==> config.mk <==
export PLATFORM = sky130hd
export DESIGN_NAME = fetch_stage_flat
export DESIGN_NICKNAME = d
export VERILOG_FILES = /design/src/rtl/fetch_stage_if.sv /design/src/rtl/fetch_stage.sv /design/src/flat_wrapper.sv
export SDC_FILE = /design/constraint.sdc
export NUM_CORES = 1
export LEC_CHECK = 0
export CORE_ASPECT_RATIO = 0.6
export CORE_MARGIN = 2
export CORE_UTILIZATION = 56
export DETAILED_ROUTE_END_ITERATION = 10
export GPL_TIMING_DRIVEN = 1
export MAX_ROUTING_LAYER = met4
export PLACE_DENSITY = 0.86
export SKIP_CTS_REPAIR_TIMING = 1
export SLEW_MARGIN = 20
export SYNTH_ARGS = -nofsm -noshare
export SYNTH_HDL_FRONTEND = slang
export SYNTH_SLANG_ARGS = --single-unit
==> constraint.sdc <==
create_clock -name clk -period 11.5 [get_ports clk]
set_input_delay 2.3 -clock clk [delete_from_list [all_inputs] [get_ports clk]]
set_output_delay 2.3 -clock clk [all_outputs]
set_load 0.02 [all_outputs]
==> src/rtl/fetch_stage_if.sv <==
`default_nettype none
// ============================================================================
// Module      : fetch_stage_if
// Description : Instruction-memory request/response bundle between the fetch
//               stage (master) and instruction memory (slave). One request
//               may be outstanding; each request gets exactly one response.
// Revision    : 1.0 - initial release
// ============================================================================
interface fetch_stage_if #(
  parameter int XLEN = 32
);
  logic            imem_req;
  logic [XLEN-1:0] imem_addr;
  logic            imem_rvalid;
  logic [31:0]     imem_rdata;

  modport master (
    output imem_req,
    output imem_addr,
    input  imem_rvalid,
    input  imem_rdata
  );

  modport slave (
    input  imem_req,
    input  imem_addr,
    output imem_rvalid,
    output imem_rdata
  );
endinterface
`default_nettype wire

==> src/rtl/fetch_stage.sv <==
`default_nettype none
// ============================================================================
// Module      : fetch_stage
// Description : PC register, single-outstanding instruction fetch sequencer
//               and IF/ID pipeline register. Honours load-use stalls through a
//               one-entry skid buffer and squashes in-flight fetches on EX
//               redirects.
// Revision    : 1.0 - initial release
// ============================================================================
module fetch_stage #(
  parameter int              XLEN      = 32,
  parameter logic [XLEN-1:0] RESET_PC  = '0,
  parameter logic [31:0]     NOP_INSTR = 32'h0000_0013
) (
  input  wire logic            clk,
  input  wire logic            rst,
  input  wire logic            pc_write,
  input  wire logic            stall,
  input  wire logic            redirect_valid,
  input  wire logic [XLEN-1:0] redirect_pc,
  fetch_stage_if.master        imem,
  output logic                 if_id_valid,
  output logic [XLEN-1:0]      if_id_pc,
  output logic [31:0]          if_id_instr
);

  // FETCH: idle, WAIT: response will be used, DROP: response will be discarded
  localparam logic [1:0] c_FETCH = 2'd0;
  localparam logic [1:0] c_WAIT  = 2'd1;
  localparam logic [1:0] c_DROP  = 2'd2;

  localparam logic [XLEN-1:0] c_PC_STEP = XLEN'(4);

  logic [1:0]      r_state;
  logic [XLEN-1:0] r_pc;
  logic [XLEN-1:0] r_req_pc;     // address of the outstanding request (response tag)
  logic            r_buf_valid;
  logic [XLEN-1:0] r_buf_pc;
  logic [31:0]     r_buf_instr;
  logic            r_if_id_valid;
  logic [XLEN-1:0] r_if_id_pc;
  logic [31:0]     r_if_id_instr;

  logic w_issue;
  logic w_resp_use;

  // A request issues only when idle, enabled, the skid buffer is empty and
  // no redirect is landing this cycle; reset masks it immediately.
  assign w_issue    = (r_state == c_FETCH) && pc_write && !r_buf_valid &&
                      !redirect_valid && !rst;
  // A response that will actually be delivered to IF/ID or the skid buffer.
  assign w_resp_use = (r_state == c_WAIT) && imem.imem_rvalid && !redirect_valid;

  assign imem.imem_req  = w_issue;
  assign imem.imem_addr = r_pc;

  assign if_id_valid = r_if_id_valid;
  assign if_id_pc    = r_if_id_pc;
  assign if_id_instr = r_if_id_instr;

  // PC, request tag and fetch-sequencer state
  always_ff @(posedge clk or posedge rst) begin
    if (rst) begin
      r_pc     <= RESET_PC;
      r_req_pc <= '0;
      r_state  <= c_FETCH;
    end else if (redirect_valid) begin
      r_pc <= redirect_pc;
      case (r_state)
        // Outstanding response still to come must be swallowed.
        c_WAIT:  r_state <= imem.imem_rvalid ? c_FETCH : c_DROP;
        // If the stale response lands in this very cycle it is consumed here,
        // otherwise keep waiting for it.
        c_DROP:  r_state <= imem.imem_rvalid ? c_FETCH : c_DROP;
        default: r_state <= c_FETCH;
      endcase
    end else if (w_issue) begin
      r_pc     <= r_pc + c_PC_STEP;
      r_req_pc <= r_pc;
      r_state  <= c_WAIT;
    end else if (imem.imem_rvalid && (r_state != c_FETCH)) begin
      r_state <= c_FETCH;
    end
  end

  // IF/ID register and one-entry skid buffer
  always_ff @(posedge clk or posedge rst) begin
    if (rst) begin
      r_buf_valid   <= 1'b0;
      r_buf_pc      <= '0;
      r_buf_instr   <= NOP_INSTR;
      r_if_id_valid <= 1'b0;
      r_if_id_pc    <= '0;
      r_if_id_instr <= NOP_INSTR;
    end else if (redirect_valid) begin
      // Flush wins over stall; the PC field is left as is.
      r_buf_valid   <= 1'b0;
      r_if_id_valid <= 1'b0;
      r_if_id_instr <= NOP_INSTR;
    end else if (!stall) begin
      if (r_buf_valid) begin
        r_buf_valid   <= 1'b0;
        r_if_id_valid <= 1'b1;
        r_if_id_pc    <= r_buf_pc;
        r_if_id_instr <= r_buf_instr;
      end else if (w_resp_use) begin
        r_if_id_valid <= 1'b1;
        r_if_id_pc    <= r_req_pc;
        r_if_id_instr <= imem.imem_rdata;
      end else begin
        r_if_id_valid <= 1'b0;
        r_if_id_instr <= NOP_INSTR;
      end
    end else if (w_resp_use) begin
      // IF/ID holds; park the arriving instruction until the stall releases.
      r_buf_valid <= 1'b1;
      r_buf_pc    <= r_req_pc;
      r_buf_instr <= imem.imem_rdata;
    end
  end

endmodule
`default_nettype wire
==> src/flat_wrapper.sv <==
// flat-port wrapper written by rule: the top's interface ports become plain ports
module fetch_stage_flat 
#(
  parameter int              XLEN      = 32,
  parameter logic [XLEN-1:0] RESET_PC  = '0,
  parameter logic [31:0]     NOP_INSTR = 32'h0000_0013
)
  (clk, rst, pc_write, stall, redirect_valid, redirect_pc, if_id_valid, if_id_pc, if_id_instr, imem_imem_req, imem_imem_addr, imem_imem_rvalid, imem_imem_rdata);
  fetch_stage_if #(.XLEN(XLEN)) imem_i ();
  input  wire logic clk;
  input  wire logic rst;
  input  wire logic pc_write;
  input  wire logic stall;
  input  wire logic redirect_valid;
  input  wire logic [XLEN-1:0] redirect_pc;
  output logic if_id_valid;
  output logic [XLEN-1:0] if_id_pc;
  output logic [31:0] if_id_instr;
  output wire logic [$bits(imem_i.imem_req)-1:0] imem_imem_req;
  output wire logic [$bits(imem_i.imem_addr)-1:0] imem_imem_addr;
  input wire logic [$bits(imem_i.imem_rvalid)-1:0] imem_imem_rvalid;
  input wire logic [$bits(imem_i.imem_rdata)-1:0] imem_imem_rdata;
  assign imem_imem_req = imem_i.imem_req;
  assign imem_imem_addr = imem_i.imem_addr;
  assign imem_i.imem_rvalid = imem_imem_rvalid;
  assign imem_i.imem_rdata = imem_imem_rdata;
  fetch_stage #(.XLEN(XLEN), .RESET_PC(RESET_PC), .NOP_INSTR(NOP_INSTR)) u_core (.clk(clk), .rst(rst), .pc_write(pc_write), .stall(stall), .redirect_valid(redirect_valid), .redirect_pc(redirect_pc), .imem(imem_i), .if_id_valid(if_id_valid), .if_id_pc(if_id_pc), .if_id_instr(if_id_instr));
endmodule
# Word-level counts from Yosys, hierarchy flattened
# Index checks and enable logic that the tools add are counted.
[classes]
n_addsub = 1
eq_ne = 4
n_mux = 20
n_bitwise = 2
reduce_logical = 19
[op_table]
columns = ["cell", "count"]
rows = [
  ["$mux 32", 8],
  ["$add 32x3->32 const B", 1],
  ["$mux 2", 5],
  ["$logic_and 1x1->1", 7],
  ["$mux 1", 7],
  ["$reduce_and 3->1", 2],
  ["$reduce_bool 2->1", 3],
  ["$logic_not 1->1", 3],
  ["$ne 3x1->1 const B", 1],
  ["$reduce_bool 3->1", 1],
  ["$eq 2x1->1 const B", 1],
  ["$eq 2x2->1 const B", 1],
  ["$logic_not 2->1", 1],
  ["$ne 2x1->1 const B", 1],
  ["$not 1->1", 2],
  ["$reduce_and 2->1", 1],
  ["$reduce_or 2->1", 1],
]
[word_totals]
register_bits = 196
out_inout_bits = 98
wordCells = 55

# Longest topological paths before layout
[logic_depth]
ltp_word = 7
ltp_mapped = 11
depth_no_buf = 8

# Worst setup path before layout
# OpenSTA, ideal clock, no wires.
[synth_path]
path_kind = "input port to output port"
from = "input redirect_valid"
to = "output imem_imem_req"
arrival_ps = 3405
required_ps = 9200
path_slack_ps = 5795
path_stages = 5
n_path_buf = 3
path_cell_list = "or4_1 -> buf_2 -> inv_2 -> buf_2 -> buf_2"
[synth_via]
elab_chain_cells = 3
[synth_rtl]
columns = ["element", "line", "source"]
rows = [
  ["from (decl)", "flat_wrapper.sv:14", "input wire logic redirect_valid;"],
  ["$logic_not 1->1", "fetch_stage.sv:50", "!redirect_valid && !rst;"],
  ["$logic_and 1x1->1", "fetch_stage.sv:49", "assign w_issue = (r_state == c_FETCH) && pc_write && !r_buf_valid &&"],
  ["$logic_and 1x1->1", "fetch_stage.sv:50", ""],
  ["to (decl)", "flat_wrapper.sv:19", "output wire logic [$bits(imem_i.imem_req)-1:0] imem_imem_req;"],
]
# No other way between the ends.

# Worst setup path after layout
[layout_path]
from = "input rst"
to = "output imem_imem_req"
[layout_via]
elab_chain_cells = 2
[layout_rtl]
columns = ["element", "line", "source"]
rows = [
  ["from (decl)", "flat_wrapper.sv:11", "input wire logic rst;"],
  ["$logic_not 1->1", "fetch_stage.sv:50", ""],
  ["$logic_and 1x1->1", "fetch_stage.sv:50", ""],
]
# No other way between the ends.

==> flow_summary.ini <==
[status]
status = finished clean

[die]
design.die.area_um2 = 16390
start_util = 0.5657
fp.dieW_um = 163.9
floorplan.die.height_um = 99.97
design.portCount = 168
std_cell_rows = 35
placeableCoreArea_um2 = 15200

[detailed_routing]
dr.first_iter.drc_count = 582
detail_route.wl_per_cell_um = 18.01
drc = 0
via_count = 6529
wirelength_mm = 20.69
number_of_search_and_repair_iterations_in_the_first_detailed_routing_pass = 5
detail-route-antenna-nets = 0
route.detailed.vias_per_inst = 5.682

[critical_path]
critical_path.startpoint = rst
r2r-end = u_core.imem.imem_addr[30]
timing.setup.critical_path_class = input port to primary output
reg2reg_setup_slack_ns = 8.16
end_kind = primary output
critical_path.reg2reg.startpoint = u_core.r_state[0]
critPathMaxFanout = 70
critPathBufInv = 5
slowest_stage = sky130_fd_sc_hd__clkdlybuf4s50_1
critical_path.cell_chain = clkdlybuf4s50_1 > or4_2 > buf_4 > inv_2 > buf_4 > clkdlybuf4s50_1
timing.critical_path.from_type = input port
worstPathRequired_ns = 9.20
worst_path_largest_cell_delay_ns = 0.71
critPathArrivalTime_ns = 5.11
cp_top_family = buffers and inverters
worstRegToRegCells = 11

[min_path]
hold_class = flop to flop
worstHoldEndpoint = u_core.if_id_pc[31]
min-delay-start = u_core.if_id_pc[31]
worst_hold_path.num_cells = 2

[timing]
timing.fmax_ghz = 0.1349
max_slew.worst_pin.slew_ns = 1.155
max_slew_margin = 0.2300
post-route-min-period_ns = 7.411
timing.clock.skew_ns = 0.01533
number_of_setup_violations_in_the_final_report = 0
final_sum_of_negative_setup_slack_ns = 0
report.final.hold_viol_count = 0
final-max-slew-violation-count = 0
rsz_0062_raised_after_global_routing = no
post-route-period-util = 0.6444
hold-worst-slack_ns = 0.4786

[power]
fraction_of_power_consumed_by_the_clock_network = 0.270
net_switching_fraction_of_the_power = 0.3139
power_leakage_nw = 4.795
flop_pwr_share = 0.478
internal_power_mw = 1.504
share_comb_of_total_power = 0.251
total_switching_power_mw = 0.6879
power.density_nw_per_um2 = 199.3
peakVddDrop_v = 0.0001446

[yosys]
syn_area_per_cell_um2 = 10.92
synthSimpleGateAreaFrac = 0.1470
synth-xor-area-share = 0.002038
synth.yosys.seq_area_share = 0.5715
synth_cell_types = 52
synth-compound-area-share = 0.08806
flop_and_latch_count_out_of_synthesis = 196
synthesized_cell_area_um2 = 8596
synth_top_family_by_area = multiplexers
synthAdderAreaFrac = 0.004367
synthesis.nets = 860
synthesis.yosys.warnings = 0
async_set_reset_flop_share_out_of_synthesis = 1.000
synthFlopType = sky130_fd_sc_hd__dfrtp_1
synth_enable_flop_cells = 0
mux_cell_area_share_after_synthesis = 0.1614
syn_inst = 787

[cells_and_area]
share_of_cells_above_drive_strength_1 = 0.1364
mostFrequentLayoutCells = 189 x sky130_fd_sc_hd__nand2_1, 189 x sky130_fd_sc_hd__dfrtp_1, 166 x sky130_fd_sc_hd__clkdlybuf4s50_1, 72 x sky130_fd_sc_hd__o21ai_0, 69 x sky130_fd_sc_hd__mux2_2
num-fill-cells = 1068
layout-area-overhead-vs-synth_pct = 27.95
antenna_cells = 0
final_nets = 1006

[clocking]
cts.root.buffer_cell = sky130_fd_sc_hd__clkbuf_16
h-tree-depth = 4
max-clock-path-buffers = 2
clk_transition_reported_paths_ns = 0.06
worst_skew_pair_latency_ns = 0.43
cts.sink_count = 196
tritoncts.num_buffers = 17
tritoncts = built

[global_routing]
aggregate_global_routing_overflow = 0
grt_antenna_before_repair = 0
vias_in_the_first_global_route = 6578
grt_pass1_wl_mm = 33.91
track_usage = 0.2731
maximum_number_of_pins_on_one_net_before_global_route_repair = 121

[placed_design]
finalWeightedCongestion = 0.8512
post-dp-hpwl_mm = 13.19
buffer_ports.inserted = 167

[run]
timing.max_cap.violations = 0
-- stage by stage --
| step | util | std cells | power (mW) | worst slack, ns | cell area [µm²] |
|---|---|---|---|---|---|
| final | 0.7238 | 1149 | 2.192 | 4.089 | 11000 |
| after global routing | 0.7238 | 1149 | 2.310 | 3.931 | 11000 |
| after CTS | 0.7238 | 1149 | 2.203 | 4.105 | 11000 |
| after detailed placement | 0.6849 | 1117 | 1.607 | 4.110 | 10410 |
| after global placement | 0.6849 | 1117 | 1.577 | 4.129 | 10410 |
| after floorplan | - | 787 | 1.342 | 3.869 | 8596 |
-- synth_stat cells (2+ instances only) --
cell type	number	share of area
sky130_fd_sc_hd__dfrtp_1	190	0.55
sky130_fd_sc_hd__nand2_1	189	0.083
sky130_fd_sc_hd__o21ai_0	72	0.042
sky130_fd_sc_hd__mux2_2	69	0.090
sky130_fd_sc_hd__mux2i_1	61	0.071
sky130_fd_sc_hd__clkbuf_1	38	0.017
sky130_fd_sc_hd__nor2_1	16	0.0070
sky130_fd_sc_hd__nand3_1	12	0.0070
sky130_fd_sc_hd__nand4_1	11	0.0080
sky130_fd_sc_hd__a22oi_1	9	0.0079
sky130_fd_sc_hd__nor3_1	9	0.0052
sky130_fd_sc_hd__buf_2	8	0.0047
sky130_fd_sc_hd__o211ai_1	7	0.0061
sky130_fd_sc_hd__o21ai_1	7	0.0041
sky130_fd_sc_hd__a21oi_1	6	0.0035
sky130_fd_sc_hd__dfstp_2	6	0.018
sky130_fd_sc_hd__inv_1	5	0.0022
sky130_fd_sc_hd__nand3b_1	5	0.0044
sky130_fd_sc_hd__nor2b_1	5	0.0036
sky130_fd_sc_hd__and3_1	4	0.0029
sky130_fd_sc_hd__o311ai_1	4	0.0041
sky130_fd_sc_hd__a221o_1	3	0.0035
sky130_fd_sc_hd__a31oi_1	3	0.0022
sky130_fd_sc_hd__and2_1	3	0.0022
sky130_fd_sc_hd__and4_1	3	0.0031
sky130_fd_sc_hd__ha_1	3	0.0044
sky130_fd_sc_hd__o22a_1	3	0.0031
sky130_fd_sc_hd__or4_1	3	0.0026
sky130_fd_sc_hd__a211o_1	2	0.0020
sky130_fd_sc_hd__a21o_1	2	0.0017
sky130_fd_sc_hd__a41oi_1	2	0.0020
sky130_fd_sc_hd__nand2b_1	2	0.0015
sky130_fd_sc_hd__nand3_2	2	0.0023
sky130_fd_sc_hd__nor4_1	2	0.0015
sky130_fd_sc_hd__nor4_4	2	0.0049
sky130_fd_sc_hd__o311ai_0	2	0.0020
sky130_fd_sc_hd__or4b_1	2	0.0023
-- layer usage --
metal / vias to the layer above / GRT usage / wire length [µm]
li1: 3053 / - / -
met5: - / - / 0
met2: 227 / 0.4082 / 9475
met3: 26 / 0.04504 / 1192
met1: 3223 / 0.3954 / 9810
met4: 0 / 0.06748 / 210
-- worst max path at each step --
stage | endpoint | slack [ns] | cells after the start
after global placement | imem_imem_req | 4.13 | 6
after floorplan | u_core.if_id_instr[10] | 3.87 | 1
after CTS | imem_imem_req | 4.11 | 6
final | imem_imem_req | 4.09 | 6
after detailed placement | imem_imem_req | 4.11 | 6
after global routing | imem_imem_req | 3.93 | 6
-- power by group through the flow --
stage / Clock (mW) / Combinational, mW / Sequential (mW)
final: 0.593 / 0.550 / 1.05
after global routing: 0.632 / 0.605 / 1.07
after floorplan: 0 / 0.244 / 1.10
after detailed placement: 0 / 0.551 / 1.06
after CTS: 0.600 / 0.557 / 1.05
after global placement: 0 / 0.534 / 1.04
-- cell type report --
class | instances | area [µm²] | share of cell area
sequential | 196 | 4916 | 0.4470
clock inverter | 12 | 133.9 | 0.01217
timing repair buffer | 175 | 1727 | 0.1570
clock buffer | 20 | 456.7 | 0.04152
tap | 203 | 254.0 | 0.02309
inverter | 6 | 30.03 | 0.002730
multi-input combinational | 537 | 3481 | 0.3165
-- worst register-to-register path, stage by stage (launching register included) --
cell and delay (ns):
sky130_fd_sc_hd__dfrtp_1 0.38, sky130_fd_sc_hd__inv_1 0.08, sky130_fd_sc_hd__ha_1 0.23, sky130_fd_sc_hd__nand2_1 0.06, sky130_fd_sc_hd__or4_2 0.53, sky130_fd_sc_hd__buf_4 0.36, sky130_fd_sc_hd__inv_2 0.14, sky130_fd_sc_hd__buf_4 0.47
sky130_fd_sc_hd__nor2_1 0.27, sky130_fd_sc_hd__buf_4 0.27, sky130_fd_sc_hd__a21o_1 0.17, sky130_fd_sc_hd__a221o_1 0.28
-- flip-flops by register name, summed over array words and instances (netlist names) --
name                   count
u_core.if_id_instr        32
u_core.if_id_pc           32
u_core.imem.imem_addr     32
u_core.r_buf_instr        32
u_core.r_buf_pc           32
u_core.r_req_pc           32
u_core.r_state             2
u_core.if_id_valid         1
u_core.r_buf_valid         1
-- cell families after synthesis --
family | Yosys count
fa+ha+maj | 3
flops | 196
simple gates | 276
mux | 130
xor+xnor | 2
compound gates | 126
buf+inv | 54
Power figures use the tool's default switching activity.
